## config.mk

```make
export PLATFORM = sky130hd
export DESIGN_NAME = mem_arbiter_flat
export DESIGN_NICKNAME = d
export VERILOG_FILES = /design/src/rtl/mem_arbiter_if.sv /design/src/rtl/mem_arbiter.sv /design/src/flat_wrapper.sv
export SDC_FILE = /design/constraint.sdc
export NUM_CORES = 1
export LEC_CHECK = 0
export ABC_AREA = 1
export BUFFER_PORTS_ARGS = -buffer_cell sky130_fd_sc_hd__buf_2
export CORE_AREA = 5 5 298 300
export DETAILED_ROUTE_END_ITERATION = 10
export DIE_AREA = 0 0 303 305
export PLACE_DENSITY = 0.49
export SLEW_MARGIN = 40
export SYNTH_ARGS = -nofsm -noshare
export SYNTH_HDL_FRONTEND = slang
export SYNTH_SLANG_ARGS = --single-unit
```

## constraint.sdc

```tcl
create_clock -name clk -period 1.64 [get_ports clk]
set_clock_uncertainty 0.1 [all_clocks]
set_input_delay 0.164 -clock clk [delete_from_list [all_inputs] [get_ports clk]]
set_output_delay 0.164 -clock clk [all_outputs]
set_load 0.03 [all_outputs]
```

## src/rtl/mem_arbiter_if.sv

```systemverilog
// mem_arbiter_if
//   Bundles every signal the arbiter exchanges with the iCache, the dCache and
//   the shared main-memory port.
//   slave  : arbiter view (takes cache misses and memory responses, drives
//            fills, write-back status and the memory request)
//   master : environment view (caches plus memory)
//   Ports:
//     ic_req/ic_addr              iCache miss request and address
//     ic_fill_data/ic_fill_rdy    line returned to the iCache, one-cycle valid
//     dc_req/dc_addr              dCache miss request and address
//     dc_evict/_addr/_data        dirty victim to write back before the fill
//     dc_wb_done                  one-cycle pulse, write-back accepted
//     dc_fill_data/dc_fill_rdy    line returned to the dCache, one-cycle valid
//     mem_req/we/addr/wdata       memory transaction request
//     mem_rdata/mem_rdy           memory completion and read data
//     owner                       00 idle, 01 iCache, 10 dCache
interface mem_arbiter_if #(
  parameter int ADDR_WIDTH = 32,
  parameter int LINE_WIDTH = 128
);
  logic                  ic_req;
  logic [ADDR_WIDTH-1:0] ic_addr;
  logic [LINE_WIDTH-1:0] ic_fill_data;
  logic                  ic_fill_rdy;

  logic                  dc_req;
  logic [ADDR_WIDTH-1:0] dc_addr;
  logic                  dc_evict;
  logic [ADDR_WIDTH-1:0] dc_evict_addr;
  logic [LINE_WIDTH-1:0] dc_evict_data;
  logic                  dc_wb_done;
  logic [LINE_WIDTH-1:0] dc_fill_data;
  logic                  dc_fill_rdy;

  logic                  mem_req;
  logic                  mem_we;
  logic [ADDR_WIDTH-1:0] mem_addr;
  logic [LINE_WIDTH-1:0] mem_wdata;
  logic [LINE_WIDTH-1:0] mem_rdata;
  logic                  mem_rdy;

  logic [1:0]            owner;

  modport slave (
    input  ic_req, ic_addr,
    input  dc_req, dc_addr, dc_evict, dc_evict_addr, dc_evict_data,
    input  mem_rdata, mem_rdy,
    output ic_fill_data, ic_fill_rdy,
    output dc_wb_done, dc_fill_data, dc_fill_rdy,
    output mem_req, mem_we, mem_addr, mem_wdata,
    output owner
  );

  modport master (
    output ic_req, ic_addr,
    output dc_req, dc_addr, dc_evict, dc_evict_addr, dc_evict_data,
    output mem_rdata, mem_rdy,
    input  ic_fill_data, ic_fill_rdy,
    input  dc_wb_done, dc_fill_data, dc_fill_rdy,
    input  mem_req, mem_we, mem_addr, mem_wdata,
    input  owner
  );
endinterface

```

## src/rtl/mem_arbiter.sv

```systemverilog
// mem_arbiter
//   Shares the line-wide main-memory port between the iCache fill path and
//   the dCache fill/write-back path. Round-robin between the two caches; a
//   dirty dCache miss writes the victim back, idles the memory request for
//   one cycle, then reads the fill line. Every output is a flop.
//   Ports:
//     clk    system clock, all logic on the rising edge
//     reset  synchronous active-high reset
//     bus    mem_arbiter_if.slave (cache requests, fills, memory handshake)
//
//   state | meaning
//   IDLE  | no transaction; arbitrate pending misses
//   I_RD  | reading the iCache fill line
//   D_WB  | writing the dirty dCache victim
//   D_GAP | one cycle with mem_req low between write-back and fill read
//   D_RD  | reading the dCache fill line
//   RESP  | owner's fill_rdy pulse; back to IDLE next cycle
module mem_arbiter #(
  parameter int ADDR_WIDTH  = 32,
  parameter int LINE_WIDTH  = 128,
  parameter int OFFSET_BITS = 4
) (
  input  logic         clk,
  input  logic         reset,
  mem_arbiter_if.slave bus
);

  typedef enum logic [2:0] {
    IDLE  = 3'd0,
    I_RD  = 3'd1,
    D_WB  = 3'd2,
    D_GAP = 3'd3,
    D_RD  = 3'd4,
    RESP  = 3'd5
  } state_t;

  localparam logic [1:0] OWN_NONE = 2'b00;
  localparam logic [1:0] OWN_IC   = 2'b01;
  localparam logic [1:0] OWN_DC   = 2'b10;

  // last_grant: 0 = iCache served last, 1 = dCache served last
  localparam logic GRANT_IC = 1'b0;
  localparam logic GRANT_DC = 1'b1;

  state_t                state, state_n;
  logic                  last_grant, last_grant_n;
  logic [ADDR_WIDTH-1:0] miss_addr, miss_addr_n;
  logic [ADDR_WIDTH-1:0] mem_addr, mem_addr_n;
  logic [LINE_WIDTH-1:0] mem_wdata, mem_wdata_n;
  logic [LINE_WIDTH-1:0] ic_fill_data, ic_fill_data_n;
  logic [LINE_WIDTH-1:0] dc_fill_data, dc_fill_data_n;
  logic                  mem_req, mem_req_n;
  logic                  mem_we, mem_we_n;
  logic                  ic_fill_rdy, ic_fill_rdy_n;
  logic                  dc_fill_rdy, dc_fill_rdy_n;
  logic                  dc_wb_done, dc_wb_done_n;
  logic [1:0]            owner, owner_n;
  logic                  grant_ic, grant_dc;

  function automatic logic [ADDR_WIDTH-1:0] line_align(input logic [ADDR_WIDTH-1:0] a);
    return {a[ADDR_WIDTH-1:OFFSET_BITS], {OFFSET_BITS{1'b0}}};
  endfunction

  always_ff @(posedge clk) begin
    if (reset) begin
      state        <= IDLE;
      last_grant   <= GRANT_IC;
      miss_addr    <= '0;
      mem_addr     <= '0;
      mem_wdata    <= '0;
      ic_fill_data <= '0;
      dc_fill_data <= '0;
      mem_req      <= 1'b0;
      mem_we       <= 1'b0;
      ic_fill_rdy  <= 1'b0;
      dc_fill_rdy  <= 1'b0;
      dc_wb_done   <= 1'b0;
      owner        <= OWN_NONE;
    end else begin
      state        <= state_n;
      last_grant   <= last_grant_n;
      miss_addr    <= miss_addr_n;
      mem_addr     <= mem_addr_n;
      mem_wdata    <= mem_wdata_n;
      ic_fill_data <= ic_fill_data_n;
      dc_fill_data <= dc_fill_data_n;
      mem_req      <= mem_req_n;
      mem_we       <= mem_we_n;
      ic_fill_rdy  <= ic_fill_rdy_n;
      dc_fill_rdy  <= dc_fill_rdy_n;
      dc_wb_done   <= dc_wb_done_n;
      owner        <= owner_n;
    end
  end

  // Next-state logic also produces the next value of every output so the
  // outputs come straight from flops and line up with the state they describe.
  always_comb begin
    state_n        = state;
    last_grant_n   = last_grant;
    miss_addr_n    = miss_addr;
    mem_addr_n     = mem_addr;
    mem_wdata_n    = mem_wdata;
    ic_fill_data_n = ic_fill_data;
    dc_fill_data_n = dc_fill_data;
    mem_req_n      = 1'b0;
    mem_we_n       = 1'b0;
    ic_fill_rdy_n  = 1'b0;
    dc_fill_rdy_n  = 1'b0;
    dc_wb_done_n   = 1'b0;
    owner_n        = owner;

    // On a tie the side that was not served last wins.
    grant_ic = bus.ic_req && (!bus.dc_req || (last_grant == GRANT_DC));
    grant_dc = bus.dc_req && !grant_ic;

    case (state)
      IDLE: begin
        owner_n = OWN_NONE;
        if (grant_ic) begin
          state_n      = I_RD;
          last_grant_n = GRANT_IC;
          owner_n      = OWN_IC;
          mem_addr_n   = line_align(bus.ic_addr);
          mem_req_n    = 1'b1;
        end else if (grant_dc) begin
          last_grant_n = GRANT_DC;
          owner_n      = OWN_DC;
          miss_addr_n  = line_align(bus.dc_addr);
          mem_req_n    = 1'b1;
          if (bus.dc_evict) begin
            state_n     = D_WB;
            mem_we_n    = 1'b1;
            mem_addr_n  = line_align(bus.dc_evict_addr);
            mem_wdata_n = bus.dc_evict_data;
          end else begin
            state_n    = D_RD;
            mem_addr_n = line_align(bus.dc_addr);
          end
        end
      end
      I_RD: begin
        mem_req_n = 1'b1;
        if (bus.mem_rdy) begin
          state_n        = RESP;
          mem_req_n      = 1'b0;
          ic_fill_data_n = bus.mem_rdata;
          ic_fill_rdy_n  = 1'b1;
        end
      end
      D_WB: begin
        mem_req_n = 1'b1;
        mem_we_n  = 1'b1;
        if (bus.mem_rdy) begin
          state_n      = D_GAP;
          mem_req_n    = 1'b0;
          mem_we_n     = 1'b0;
          dc_wb_done_n = 1'b1;
          // Fill address is presented during the gap so it is already stable
          // when mem_req rises again.
          mem_addr_n   = miss_addr;
        end
      end
      D_GAP: begin
        state_n   = D_RD;
        mem_req_n = 1'b1;
      end
      D_RD: begin
        mem_req_n = 1'b1;
        if (bus.mem_rdy) begin
          state_n        = RESP;
          mem_req_n      = 1'b0;
          dc_fill_data_n = bus.mem_rdata;
          dc_fill_rdy_n  = 1'b1;
        end
      end
      RESP: begin
        state_n = IDLE;
        owner_n = OWN_NONE;
      end
      default: begin
        state_n = IDLE;
        owner_n = OWN_NONE;
      end
    endcase
  end

  assign bus.mem_req      = mem_req;
  assign bus.mem_we       = mem_we;
  assign bus.mem_addr     = mem_addr;
  assign bus.mem_wdata    = mem_wdata;
  assign bus.ic_fill_data = ic_fill_data;
  assign bus.ic_fill_rdy  = ic_fill_rdy;
  assign bus.dc_fill_data = dc_fill_data;
  assign bus.dc_fill_rdy  = dc_fill_rdy;
  assign bus.dc_wb_done   = dc_wb_done;
  assign bus.owner        = owner;

endmodule

```

## src/flat_wrapper.sv

```systemverilog
// flat-port wrapper written by rule: the top's interface ports become plain ports
module mem_arbiter_flat 
#(
  parameter int ADDR_WIDTH  = 32,
  parameter int LINE_WIDTH  = 128,
  parameter int OFFSET_BITS = 4
)
  (clk, reset, bus_ic_req, bus_ic_addr, bus_dc_req, bus_dc_addr, bus_dc_evict, bus_dc_evict_addr, bus_dc_evict_data, bus_mem_rdata, bus_mem_rdy, bus_ic_fill_data, bus_ic_fill_rdy, bus_dc_wb_done, bus_dc_fill_data, bus_dc_fill_rdy, bus_mem_req, bus_mem_we, bus_mem_addr, bus_mem_wdata, bus_owner);
  mem_arbiter_if #(.ADDR_WIDTH(ADDR_WIDTH), .LINE_WIDTH(LINE_WIDTH)) bus_i ();
  input  logic clk;
  input  logic reset;
  input wire logic [$bits(bus_i.ic_req)-1:0] bus_ic_req;
  input wire logic [$bits(bus_i.ic_addr)-1:0] bus_ic_addr;
  input wire logic [$bits(bus_i.dc_req)-1:0] bus_dc_req;
  input wire logic [$bits(bus_i.dc_addr)-1:0] bus_dc_addr;
  input wire logic [$bits(bus_i.dc_evict)-1:0] bus_dc_evict;
  input wire logic [$bits(bus_i.dc_evict_addr)-1:0] bus_dc_evict_addr;
  input wire logic [$bits(bus_i.dc_evict_data)-1:0] bus_dc_evict_data;
  input wire logic [$bits(bus_i.mem_rdata)-1:0] bus_mem_rdata;
  input wire logic [$bits(bus_i.mem_rdy)-1:0] bus_mem_rdy;
  output wire logic [$bits(bus_i.ic_fill_data)-1:0] bus_ic_fill_data;
  output wire logic [$bits(bus_i.ic_fill_rdy)-1:0] bus_ic_fill_rdy;
  output wire logic [$bits(bus_i.dc_wb_done)-1:0] bus_dc_wb_done;
  output wire logic [$bits(bus_i.dc_fill_data)-1:0] bus_dc_fill_data;
  output wire logic [$bits(bus_i.dc_fill_rdy)-1:0] bus_dc_fill_rdy;
  output wire logic [$bits(bus_i.mem_req)-1:0] bus_mem_req;
  output wire logic [$bits(bus_i.mem_we)-1:0] bus_mem_we;
  output wire logic [$bits(bus_i.mem_addr)-1:0] bus_mem_addr;
  output wire logic [$bits(bus_i.mem_wdata)-1:0] bus_mem_wdata;
  output wire logic [$bits(bus_i.owner)-1:0] bus_owner;
  assign bus_i.ic_req = bus_ic_req;
  assign bus_i.ic_addr = bus_ic_addr;
  assign bus_i.dc_req = bus_dc_req;
  assign bus_i.dc_addr = bus_dc_addr;
  assign bus_i.dc_evict = bus_dc_evict;
  assign bus_i.dc_evict_addr = bus_dc_evict_addr;
  assign bus_i.dc_evict_data = bus_dc_evict_data;
  assign bus_i.mem_rdata = bus_mem_rdata;
  assign bus_i.mem_rdy = bus_mem_rdy;
  assign bus_ic_fill_data = bus_i.ic_fill_data;
  assign bus_ic_fill_rdy = bus_i.ic_fill_rdy;
  assign bus_dc_wb_done = bus_i.dc_wb_done;
  assign bus_dc_fill_data = bus_i.dc_fill_data;
  assign bus_dc_fill_rdy = bus_i.dc_fill_rdy;
  assign bus_mem_req = bus_i.mem_req;
  assign bus_mem_we = bus_i.mem_we;
  assign bus_mem_addr = bus_i.mem_addr;
  assign bus_mem_wdata = bus_i.mem_wdata;
  assign bus_owner = bus_i.owner;
  mem_arbiter #(.ADDR_WIDTH(ADDR_WIDTH), .LINE_WIDTH(LINE_WIDTH), .OFFSET_BITS(OFFSET_BITS)) u_core (.clk(clk), .reset(reset), .bus(bus_i));
endmodule
```

[Yosys cells after proc, flatten, opt, wreduce, memory -nomap -nowiden]
Index checks and enable logic that the tools add are counted.
Storage, ports and cells
  register bits: 455
  bits of input ports: 358
  output and inout port bits: 423
  word-level logic and storage cells: 70
Operators by class
  equality and inequality tests: 7
  multiplexer cells: 25
  bitwise gates (word level): 4
  reductions and logical operators: 21
Operators with widths (count)
  $mux W32: 4
  $pmux W32 S2: 1
  $mux W3: 5
  $pmux W3 S4: 1
  $mux W1: 9
  $reduce_and A3 Y1: 3
  $reduce_or A2 Y1: 4
  $eq A3 B2 Y1 const B: 2
  $reduce_and A2 Y1: 3
  $mux W2: 2
  $not A1 Y1: 4
  $pmux W2 S2: 1
  $reduce_and A4 Y1: 1
  $reduce_bool A2 Y1: 2
  $reduce_or A4 Y1: 1
  $eq A3 B1 Y1 const B: 1
  $eq A3 B3 Y1 const B: 1
  $logic_not A3 Y1: 1
  $ne A3 B1 Y1 const B: 1
  $pmux W1 S3: 1
  $reduce_or A3 Y1: 1
  $logic_and A1 B1 Y1: 2
  $logic_not A1 Y1: 2
  $ne A2 B1 Y1 const B: 1
  3 further kinds: 3

[Longest topological paths before layout]
Gate-level depths: netlist (run 1).
  depth after elaboration: 8
  gate-level depth with buffers: 10
  mapped depth without buffers: 9

[Worst setup path after synthesis (run 1)]
Ideal clock, no wire load.
  path type: flip-flop to flip-flop
  start: reg u_core.state[1]
  end: reg u_core.mem_addr[11], in the netlist u_core.bus.mem_addr[11]
  library setup time: 111 ps
  data arrival time: 1356 ps
  required time: 1429 ps
  path slack: 72 ps
  stages on the path, launching flop included: 11
  buffers on the path: 1
  period minus slack after synthesis: 1568 ps
  cell sequence: dfxtp_1 > inv_2 > nor2_1 > nand2_2 > nand2_1 > inv_1 > nor2_8 > buf_4 > nand2_1 > nor2_1 > nor2_1
On the way
  cells in the longest elaborated chain, start to end: 3
  elaborated cells on any way between the ends: 7
  those cells by class: eq/ne (3); mux (1); reduce/logical (3)
Ends and longest elaborated chain
  start, declared: RTL line mem_arbiter.sv:45  | state_t state, state_n;
  start signal, assigned: RTL line mem_arbiter.sv:80  | state <= state_n;
  $eq A3 B2 Y1 / $logic_not A3 Y1 (equally long branches): RTL line mem_arbiter.sv:117  | case (state)
  $ne A2 B2 Y1 (no line), or another cell as far along
  $reduce_and A3 Y1 (no line)
  end signal, assigned: RTL line mem_arbiter.sv:83  | mem_addr <= mem_addr_n;
  end, declared: RTL line mem_arbiter.sv:48  | logic [ADDR_WIDTH-1:0] mem_addr, mem_addr_n;
Parallel ways exist; a longest one is shown, timed or not.
A chain may end at the register's enable or synchronous reset.

[Worst setup path after layout (run 1)]
  start: reg u_core.state[0]
  end: reg u_core.dc_fill_data[34], in the netlist u_core.bus.dc_fill_data[34]
On the way
  cells in the longest elaborated chain, start to end: 2
Ends and longest elaborated chain
  $eq A3 B3 Y1: RTL line mem_arbiter.sv:117
  $reduce_and A2 Y1 (no line)
  end signal, assigned: RTL line mem_arbiter.sv:86  | dc_fill_data <= dc_fill_data_n;
  end, declared: RTL line mem_arbiter.sv:51  | logic [LINE_WIDTH-1:0] dc_fill_data, dc_fill_data_n;
No other way between the ends.

==> results.sh, run 1 <==
export IMPL_cp_required_ns=2.03
export IMPL_arrival_ns=2.03
export IMPL_drc_errors=0
export IMPL_ys_seq_area_share_pct=49.34
export IMPL_vias_per_cell=4.156
export IMPL_syn_inst=2582
export IMPL_global_route_usage_total_pct=15.77
export IMPL_h_tree_depth=2
export IMPL_max_freq_ghz=0.6120
export IMPL_p_total_uw=46910
export IMPL_critPathLaunch="u_core.state[0]$_SDFFE_PP0P_"
export IMPL_grt_max_degree=63
export IMPL_max_cap_violations=0
export IMPL_outcome="finished, final reports clean"
export IMPL_clk_pin_slew_ns=0.06
export IMPL_hold_violations=0
export IMPL_cp_slowest_cell="dfxtp_4"
export IMPL_start_util_pct=21.29
export IMPL_cts_sinks=451
export IMPL_crit_top_cell="buf_12"
export IMPL_layout_drive_gt1_share_pct=28.91
export IMPL_antenna_found_initial=2
export IMPL_routed_wl_um=79190
export IMPL_synth_edf_count=0
export IMPL_synth_seq_cells=451
export IMPL_power_density_nw_per_um2=1540
export IMPL_cts_tree="built"
export IMPL_vias=20541
export IMPL_p_leak_uw=0.01459
export IMPL_grt_overflow=0
export IMPL_worstSkewPairLatency_ns=0.60
export IMPL_port_buffers=764
export IMPL_worstSetupEndpoint="u_core.bus.dc_fill_data[34]$_SDFFE_PP0P_"
export IMPL_r2r_setup_slack_ns=0.006
export IMPL_syn_area_per_cell_sq_um=7.087
export IMPL_r2r_end="u_core.bus.dc_fill_data[34]$_SDFFE_PP0P_"
export IMPL_path_buf_inv=3
export IMPL_syn_area_sq_um=18300
export IMPL_cts_root_buffer="clkbuf_16"
export IMPL_path_delay_family="buffers and inverters"
export IMPL_async_reset_ff_share_pct=0
export IMPL_synth_top_flop_cell="dfxtp_1"
export IMPL_fin_nets=4102
export IMPL_ys_warn_count=0
export IMPL_critPathCaptureType="flop"
export IMPL_path_max_fanout=48
export IMPL_numCtsBuffers=53
export IMPL_grt_pass1_vias=20232
export IMPL_slew_violations=0
export IMPL_hpwlAfterDp_um=55890
export IMPL_timing_rr_start="u_core.state[0]$_SDFFE_PP0P_"
export IMPL_grt_pass1_wl_um=116400
export IMPL_routedWlPerCell_um=16.02
export IMPL_fin_crit_sh_pct=99.63
export IMPL_ir_drop_uv=890.3
export IMPL_place_congestion=0.8384
export IMPL_first_pass_iters=5
export IMPL_ios=781
export IMPL_clockBufferDepth=3
export IMPL_period_needed_ns=1.634
export IMPL_drt_iter0_drc=935
export IMPL_cp_start_kind="flop"
export IMPL_final_util_pct=35.43
export IMPL_hold_path_class="primary input to flop"
export IMPL_die_width_um=303
export IMPL_synthToLayoutAreaGrowth_pct=66.43
export IMPL_num_rows=108
export IMPL_mostFrequentLayoutCells="buf_2, dfxtp_1, inv_1"
export IMPL_core_area_sq_um=85940
export IMPL_crit_type="flop to flop"
export IMPL_setup_viol=0
export IMPL_reg2regPathDepth=7
export IMPL_ys_types=24
export IMPL_path_cells="nor2_4 > buf_6 > nand3_4 > buf_12 > buf_12 > o21ai_0 > a21oi_1"
export IMPL_die_y_um=305
export IMPL_rsz0062_at_grt="yes"
export IMPL_worst_path_stages=7
export IMPL_die_area_sq_um=92420
export IMPL_layout_commonest_cell="buf_2"
export IMPL_slowest_delay_ns=0.34
export IMPL_ant_nets=0
-- per-stage QoR --
step	setup TNS [ns]	worst slack, ns	hold slack, ns	std cells	area [sq um]
2_1_floorplan	0	0.07228	0.1331	2585	18310
3_3_place_gp	-15.65	-0.1963	0.3272	4470	24430
3_5_place_dp	-19.50	-0.1780	0.3306	4470	24430
4_1_cts	-0.003039	-0.002179	0.006377	4921	29870
5_1_grt	-3.707	-0.07517	0.05668	4939	30440
6_report	0	0.006032	0.05567	4942	30450
-- registers in the layout, indices dropped and copies added, names as in the netlist --
register	flops
u_core.last_grant	1
u_core.bus.mem_req	1
u_core.bus.mem_we	1
u_core.bus.ic_fill_data	128
u_core.miss_addr	28
u_core.bus.dc_wb_done	1
u_core.bus.mem_wdata	128
u_core.bus.mem_addr	28
u_core.bus.ic_fill_rdy	1
u_core.bus.dc_fill_data	128
u_core.bus.owner	2
u_core.state	3
u_core.bus.dc_fill_rdy	1
-- cells in the mapped netlist (2+ instances only) --
cell	n	area share (%)
buf_1	21	0.43
inv_1	423	8.7
nand2_2	3	0.10
clkbuf_1	106	2.2
o21ai_0	284	7.8
buf_6	7	0.43
nand4_1	129	4.4
buf_2	45	1.2
nand2_1	400	8.2
inv_2	2	0.041
buf_4	15	0.62
nand3_1	10	0.27
o21ai_1	3	0.082
nor2_1	387	7.9
dfxtp_1	451	49
a21oi_1	288	7.9
-- kinds of logic (layout without fill, tap and decap cells) --
| logic type | after synthesis | count (layout) | synth area share, % |
|---|---|---|---|
| simple gates | 934 | 934 | 21.25 |
| buf+inv | 620 | 1819 | 13.63 |
| compound gates | 576 | 576 | 15.76 |
| flops | 451 | 451 | 49.34 |
| other cells | 1 | 7 | 0.02049 |
-- final cells by class --
cell class / count / area [sq um]
inverter: 425 / 1608
tap: 1155 / 1445
clock inverter: 10 / 132.6
multi-input combinational: 1514 / 6965
clock buffer: 85 / 1617
antenna: 3 / 7.507
sequential: 451 / 9039
timing repair buffer: 1299 / 9638
fill: 9069 / 55490
-- report_power, final --
part	internal, uW	leakage [uW]	switching [uW]
Sequential	13400	0.00368	1240
Clock	6910	0.000856	4950
Combinational	7360	0.0101	13000
Total	27700	0.0146	19200
-- what timing repair did --
action	CTS	global route
setup buffers	9	8
cloned	3	12
endpoints found under the hold margin	450	0
endpoints found under the setup margin	288	376
pin swaps	3	7
hold buffers	344	0
resized for setup	41	175
-- per-layer routing --
metal | global-route usage (%) | vias up | wire [um]
met4 | 6.433 | 2 | 3292
met3 | 4.855 | 178 | 6483
met1 | 17.85 | 9230 | 31350
met5 | 0 | - | 13
li1 | - | 10432 | -
met2 | 27.50 | 699 | 38050
-- how the worst min path moves through the flow --
stage / endpoint / depth (start not counted) / start / slack [ns]
CTS: u_core.bus.mem_addr[31]$_SDFFE_PP0P_ / 7 / bus_dc_evict_addr[31] / 0.006
finish: u_core.bus.mem_addr[31]$_SDFFE_PP0P_ / 7 / bus_dc_evict_addr[31] / 0.06
floorplan: u_core.bus.mem_we$_SDFF_PP0_ / 1 / reset / 0.13
detailed placement: u_core.bus.ic_fill_data[119]$_SDFFE_PP0P_ / 2 / u_core.bus.ic_fill_data[119]$_SDFFE_PP0P_ / 0.33
global route: u_core.bus.mem_addr[31]$_SDFFE_PP0P_ / 7 / bus_dc_evict_addr[31] / 0.06
global placement: u_core.bus.ic_fill_data[60]$_SDFFE_PP0P_ / 2 / u_core.bus.ic_fill_data[60]$_SDFFE_PP0P_ / 0.33
-- tightest hold or removal path: stages --
cell	delay [ns]
buf_2	0.10
nand2_1	0.06
nand2_1	0.05
nand2_1	0.06
a21oi_1	0.08
nor2_1	0.13
nor2_1	0.05
Power figures use the tool's default switching activity.
==> run 2: changes to the inputs <==
==> constraint.sdc (replaced) <==
create_clock -name clk -period 1.64 [get_ports clk]
set_clock_uncertainty 0.1 [all_clocks]
set_input_delay 0.082 -clock clk [delete_from_list [all_inputs] [get_ports clk]]
set_output_delay 0.082 -clock clk [all_outputs]
set_load 0.03 [all_outputs]
==> results.sh, run 2 (synthesis results as in run 1) <==
export IMPL_outcome="finished, final reports clean"
export IMPL_period_needed_ns=1.610
export IMPL_routed_wl_um=77540
export IMPL_h_tree_depth=2
export IMPL_diodes=0
export IMPL_p_total_uw=46540
export IMPL_die_area_sq_um=92420
export IMPL_rsz0062_at_grt="yes"
export IMPL_port_buffers=764
export IMPL_whs_ns=0.2003
export IMPL_path_max_fanout=7
export IMPL_cp_required_ns=2.02
export IMPL_ios=781
export IMPL_path_delay_family="simple AND/OR/NAND/NOR gates"
export IMPL_drc_errors=0
export IMPL_grt_max_degree=57
export IMPL_place_worst_setup_slack_ns=-0.04982
export IMPL_path_buf_inv=3
export IMPL_path_cells="nor2_4 > buf_4 > nand3_1 > buf_4 > nand3_4 > clkbuf_16 > nand2_1 > nand2_1 > nor2_1"
export IMPL_power_density_nw_per_um2=1562
export IMPL_slew_violations=0
export IMPL_cp_start_kind="flop"
export IMPL_max_freq_ghz=0.6212
export IMPL_grt_pass1_vias=20423
export IMPL_slowest_delay_ns=0.34
export IMPL_place_congestion=0.8538
export IMPL_mostFrequentLayoutCells="buf_2, dfxtp_1, inv_1"
export IMPL_final_util_pct=34.67
export IMPL_start_util_pct=21.29
export IMPL_drt_iter0_drc=1040
export IMPL_layoutNonFillerInstCount=4912
export IMPL_cp_slowest_cell="dfxtp_2"
export IMPL_hold_path_class="primary input to flop"
export IMPL_ir_drop_uv=861.3
export IMPL_die_y_um=305
export IMPL_p_leak_uw=0.01433
export IMPL_clockBufferDepth=3
export IMPL_num_rows=108
export IMPL_critPathCaptureType="flop"
export IMPL_cts_tree="built"
export IMPL_antenna_found_initial=3
export IMPL_layout_commonest_cell="buf_2"
export IMPL_worstSkewPairLatency_ns=0.59
export IMPL_vias_per_cell=4.144
export IMPL_core_area_sq_um=85940
export IMPL_routedWlPerCell_um=15.79
export IMPL_vias=20356
export IMPL_setup_viol=0
export IMPL_layout_filler_cells=9192
export IMPL_arrival_ns=1.99
export IMPL_clk_pin_slew_ns=0.06
export IMPL_hpwlAfterDp_um=55640
export IMPL_synthToLayoutAreaGrowth_pct=62.83
export IMPL_setup_ws_ns=0.03017
export IMPL_final_seq_area_sq_um=9031
export IMPL_fin_crit_sh_pct=98.16
export IMPL_multi_input_area_sq_um=6848
export IMPL_die_width_um=303
export IMPL_cts_sinks=451
export IMPL_layout_drive_gt1_share_pct=27.36
export IMPL_global_route_usage_total_pct=15.71
export IMPL_cts_root_buffer="clkbuf_16"
export IMPL_max_cap_violations=0
export IMPL_placed_cells=4462
export IMPL_reg_top3="u_core.bus.dc_fill_data x128, u_core.bus.ic_fill_data x128, u_core.bus.mem_wdata x128"
export IMPL_numCtsBuffers=53
export IMPL_hold_violations=0
export IMPL_crit_type="flop to flop"
export IMPL_fin_nets=4073
export IMPL_first_pass_iters=5
export IMPL_grt_overflow=0
export IMPL_ant_nets=0
export IMPL_grt_pass1_wl_um=116600
run 2: cell types whose count changed in the layout (fill, tap and decap cells not counted), sizes merged:
cell	change
clkinvlp	-1
diode	-3
bufinv	+2
clkbuf	-12
dlygate4sd3	+1
clkinv	+6
buf	-23
run 2: repair_timing:
| action | CTS | global route |
|---|---|---|
| buffers inserted | 2 | 1 |
| gates cloned | 1 | 4 |
| endpoints found under the hold margin | 451 | 0 |
| resized for setup | 12 | 32 |
| endpoints found under the setup margin | 150 | 230 |
| hold buffers | 345 | 0 |
| pin swaps | 2 | 5 |
run 2: final timing paths:
kind	from	to	slack (ns)	depth (start not counted)
setup / recovery	u_core.state[1]$_SDFFE_PP0P_	u_core.bus.mem_addr[26]$_SDFFE_PP0P_	0.03	9
hold / removal	bus_dc_addr[30]	u_core.miss_addr[30]$_SDFFE_PP0P_	0.20	4
setup reg to reg	u_core.state[1]$_SDFFE_PP0P_	u_core.bus.mem_addr[26]$_SDFFE_PP0P_	0.03	9
hold reg to reg	u_core.bus.dc_fill_data[41]$_SDFFE_PP0P_	u_core.bus.dc_fill_data[41]$_SDFFE_PP0P_	0.34	2
run 2: layout make-up:
class,count,area share [%]
clock buffer,80,5.195
clock inverter,17,0.7349
inverter,425,5.388
multi-input combinational,1514,22.98
sequential,451,30.31
tap,1155,4.850
timing repair buffer,1270,30.54
run 2: per-stage QoR:
step | instance area, sq um | TNS (ns)
floorplan | 18310 | 0
global placement | 24350 | -0.1398
detailed placement | 24350 | -2.269
CTS | 29640 | -0.6191
global route | 29790 | -4.898
finish | 29790 | 0
run 2: where the power goes:
group          internal, uW  switching (uW)
combinational          6980           12900
sequential            13400            1220
clock                  7020            4990
run 2: layer usage:
metal | track usage (%) | share of wire (%)
met1 | 17.78 | 40
met2 | 27.60 | 48
met3 | 4.648 | 8.3
met4 | 6.273 | 4.2
met5 | 0 | 0.035
run 2: worst register-to-register path, cell delays in order (launching register included):
cell and delay [ns]:
dfxtp_2 0.34, nor2_4 0.13, buf_4 0.15, nand3_1 0.10, buf_4 0.17, nand3_4 0.16
clkbuf_16 0.20, nand2_1 0.05, nand2_1 0.05, nor2_1 0.05
